## src/rtl/bin_mult.sv

```systemverilog
// Pipelined unsigned shift-add multiplier: each stage folds WIDTH/STAGES bits of B
// into a running 2*WIDTH-bit accumulator, giving one product per cycle.
module bin_mult #(
  parameter int WIDTH  = 32,
  parameter int STAGES = 4
) (
  input  logic               CLK,
  input  logic               rst_n,
  input  logic [WIDTH-1:0]   A,
  input  logic [WIDTH-1:0]   B,
  output logic [2*WIDTH-1:0] C
);

  localparam int K  = WIDTH / STAGES;
  localparam int PW = 2 * WIDTH;

  logic [WIDTH-1:0] a_reg    [0:STAGES-1];
  logic [WIDTH-1:0] b_reg    [0:STAGES-1];
  logic [PW-1:0]    acc_reg  [0:STAGES];
  logic [PW-1:0]    acc_next [1:STAGES];

  genvar gi;
  generate
    for (gi = 1; gi <= STAGES; gi++) begin : g_stage
      logic [K-1:0]  b_slice;
      logic [PW-1:0] a_ext;
      logic [PW-1:0] pp;

      assign b_slice = b_reg[gi-1][(gi-1)*K +: K];
      assign a_ext   = {{WIDTH{1'b0}}, a_reg[gi-1]};

      // Partial product as a sum of K AND-gated, shifted copies of A.
      always_comb begin
        pp = '0;
        for (int j = 0; j < K; j++) begin
          pp = pp + ((a_ext & {PW{b_slice[j]}}) << j);
        end
      end

      assign acc_next[gi] = acc_reg[gi-1] + (pp << ((gi-1)*K));
    end
  endgenerate

  // rst_n is active-high despite its name.
  always_ff @(posedge CLK or posedge rst_n) begin
    if (rst_n) begin
      for (int i = 0; i < STAGES; i++) begin
        a_reg[i] <= '0;
        b_reg[i] <= '0;
      end
      for (int i = 0; i <= STAGES; i++) begin
        acc_reg[i] <= '0;
      end
    end else begin
      a_reg[0]   <= A;
      b_reg[0]   <= B;
      acc_reg[0] <= '0;
      for (int i = 1; i < STAGES; i++) begin
        a_reg[i] <= a_reg[i-1];
        b_reg[i] <= b_reg[i-1];
      end
      for (int i = 1; i <= STAGES; i++) begin
        acc_reg[i] <= acc_next[i];
      end
    end
  end

  assign C = acc_reg[STAGES];

endmodule

```

## config.mk

```make
export PLATFORM = sky130hd
export DESIGN_NAME = bin_mult
export DESIGN_NICKNAME = d
export VERILOG_FILES = /design/src/rtl/bin_mult.sv
export SDC_FILE = /design/constraint.sdc
export NUM_CORES = 2
export LEC_CHECK = 0
export CAP_MARGIN = 25
export CORE_AREA = 3 3 409 411
export DETAILED_ROUTE_END_ITERATION = 10
export DIE_AREA = 0 0 412 414
export SLEW_MARGIN = 40
export SYNTH_ARGS = -nofsm -noshare
export SYNTH_HDL_FRONTEND = slang
export SYNTH_SLANG_ARGS = --single-unit
```

## constraint.sdc

```tcl
create_clock -name CLK -period 32.4 [get_ports CLK]
set_input_delay 6.48 -clock CLK [delete_from_list [all_inputs] [get_ports CLK]]
set_output_delay 6.48 -clock CLK [all_outputs]
set_load 0.005 [all_outputs]
```

==> impl_metrics.json <==
{
  "number_of_top_level_pins": 130,
  "placedInstanceArea_um2": 50900,
  "layout_min_cycle_time_ns": 8.15,
  "max_cap_viol_count": 0,
  "synth.cell_area_um2": 47600,
  "synth-warning-count": 0,
  "port_buffer_count": 129,
  "yosys_most_used_dff": "sky130_fd_sc_hd__dfrtp_1",
  "hold_class": "register to register",
  "grtUsageTotal_pct": 13.5,
  "timing.rr.start": "b_reg[74]",
  "die_area_um2": 171000,
  "run_status": "finished clean",
  "post-synth-top-area-cell": "sky130_fd_sc_hd__fa_1",
  "timing_hold_violations_final": 0,
  "finalSetupViolCount": 0,
  "clock_sinks": 424,
  "clock.fmax_mhz": 123,
  "grt_setup_unrepaired": "false",
  "reg2reg_setup_slack_ns": 24.46,
  "initial_utilization_pct": 28.9,
  "largest_cells_by_area_after_synthesis": "sky130_fd_sc_hd__fa_1, sky130_fd_sc_hd__dfrtp_1, sky130_fd_sc_hd__ha_1",
  "timing_worst_setup_path_type": "input port to async pin",
  "clk-insertion-delay-late_ns": 0.67,
  "r2r.worst_path.cells": 28,
  "drive_gt1_share_pct": 4.08,
  "synth.most_common_cell": "sky130_fd_sc_hd__fa_1",
  "cts_tree": "yes",
  "cts-buffers-inserted": 53,
  "finalMaxSlewViolations": 0,
  "synth.yosys.seq_area_share_pct": 22.3,
  "whs_ns": 0.315,
  "endpoint_kind": "async pin",
  "ctsHoldBuffers": 0,
  "grt_first_pass_wirelength_um": 187000,
  "floorplan.core_area_um2": 164000,
  "syn_to_final_growth_pct": 10.9,
  "antenna_violations_before_repair": 0,
  "syn_area_per_cell_um2": 9.94,
  "synth_async_sr_flop_share_pct": 100,
  "wirelength_um": 113000,
  "grt_remaining_overflow": 0,
  "synth_top_area_share_pct": 30.8,
  "final_nets": 5950,
  "largest_register_ffs": 152,
  "ctsResizeCount": 0,
  "maximum_number_of_pins_on_one_net_before_global_route_repair": 93,
  "timing.clock.skew_ns": 0.0561,
  "netlist-cell-type-count": 95,
  "cts_post_setup_buffers_inserted": 0,
  "ctsRootBufferMaster": "sky130_fd_sc_hd__clkbuf_16",
  "critical_path_peak_fanout": 92,
  "synth_enable_flop_cells": 0,
  "first_iter_violations": 1692,
  "place.detailed.hpwl_um": 88700,
  "max_slew.worst_pin.slew_ns": 0.838,
  "final_area_um2": 52800,
  "endpoint": "b_reg[108]",
  "slew-limit-headroom_pct": 44.1,
  "wl_per_cell_um": 16.0,
  "period_share_pct": 25.1,
  "die_w_um": 412,
  "clock_tree.buffer_depth": 3,
  "drtAntennaViolNets": 0,
  "cts.htree.levels": 2,
  "rr_endpoint": "acc_reg[174]",
  "yosys_register_bits": 424,
  "fp.dieH_um": 414,
  "gpl.final_weighted_congestion": 0.862,
  "post_synthesis_cells": 4785,
  "vias": 32700,
  "clk_pin_slew_worst_paths_ns": 0.06,
  "first_pass_iters": 5,
  "setup-tns-final_ns": 0,
  "n_fill_cell": 16900,
  "yosys-top-cells-count": "sky130_fd_sc_hd__fa_1, sky130_fd_sc_hd__inv_1, sky130_fd_sc_hd__and2_1",
  "avgViaCountPerCell": 4.64,
  "antenna-diode-count": 0,
  "required_worst_endpoint_ns": 33.09,
  "grt_pass1_vias": 35100,
  "cp_data_arrival_time_ns": 8.83,
  "core.rowCount": 149,
  "start_kind": "input port",
  "dr_drc_count": 0,
  "cp-startpoint": "rst_n"
}
through the flow:
stage          std cells  util (%)  setup slack, ns
2_1_floorplan       4786         -            14.12
3_3_place_gp        6944      30.9            23.02
3_5_place_dp        6944      30.9            23.25
4_1_cts             7041      32.1            23.95
5_1_grt             7041      32.1            23.89
6_report            7041      32.1            24.25
placed cells by master, fill, tap and decap left out, drive strengths merged, types with 9 or more instances in the layout:
cell type	instances
o211ai	9
o31ai	15
xnor2	144
a31oi	21
a21o	137
nand2	542
clkinvlp	9
a21oi	206
or2	9
o21ai	132
nand3	48
ha	343
fa	731
nor2	135
a21boi	9
xor2	80
clkinv	12
nor3	33
clkdlybuf4s50	129
buf	26
dfrtp	424
inv	659
or3	10
o21bai	32
nor2b	29
and2	595
and3	14
clkbuf	60
a211oi	27
nand2b	40
o21a	43
nand4	32
layout make-up:
cell class	count	area, um^2	share of cell area (%)
multi-input cells	3526	33600	63.6
flip-flops and latches	424	10600	20.1
well taps	2189	2740	5.19
inverters	650	2450	4.64
repair buffers	155	1500	2.85
clock buffers	60	1410	2.68
clock inverters	37	474	0.899
kinds of logic (layout without fill, tap and decap cells):
| logic type | Yosys count | in the layout | share of synthesized area [%] |
|---|---|---|---|
| compound gates | 709 | 709 | 10.2 |
| fa+ha+maj | 1074 | 1074 | 39.8 |
| mux | 4 | 4 | 0.0868 |
| simple gates | 1513 | 1513 | 16.4 |
| flops | 424 | 424 | 22.3 |
| xor+xnor | 224 | 224 | 4.16 |
| buf+inv | 836 | 902 | 7.14 |
| other cells | 1 | 2 | 0.00788 |
critical path: stages:
cell and delay, ns:
sky130_fd_sc_hd__clkdlybuf4s50_1 0.51, sky130_fd_sc_hd__inv_8 0.47, sky130_fd_sc_hd__buf_6 0.55, sky130_fd_sc_hd__buf_6 0.56
how the worst min path moves through the flow:
| stage | startpoint | to | slack [ns] | cells after the start |
|---|---|---|---|---|
| after floorplan | acc_reg[64] | C[0] | 0.33 | 0 |
| after global placement | acc_reg[134] | acc_reg[70] | 0.33 | 0 |
| after detailed placement | acc_reg[70] | C[6] | 0.33 | 0 |
| after CTS | b_reg[82] | b_reg[50] | 0.32 | 0 |
| after global routing | b_reg[82] | b_reg[50] | 0.33 | 0 |
| final | b_reg[82] | b_reg[50] | 0.32 | 0 |
routing by layer:
metal,part of all wire (%),GRT usage [%],vias to the layer above
met1,47,18.8,16700
li1,-,-,15200
met3,4.4,1.68,166
met2,46,21.7,666
met5,0,0,-
met4,3.1,4.30,0
Power is left out: the tool's default activity adds up to more than one toggle a clock period on the data nets, which glitch-free logic cannot reach.
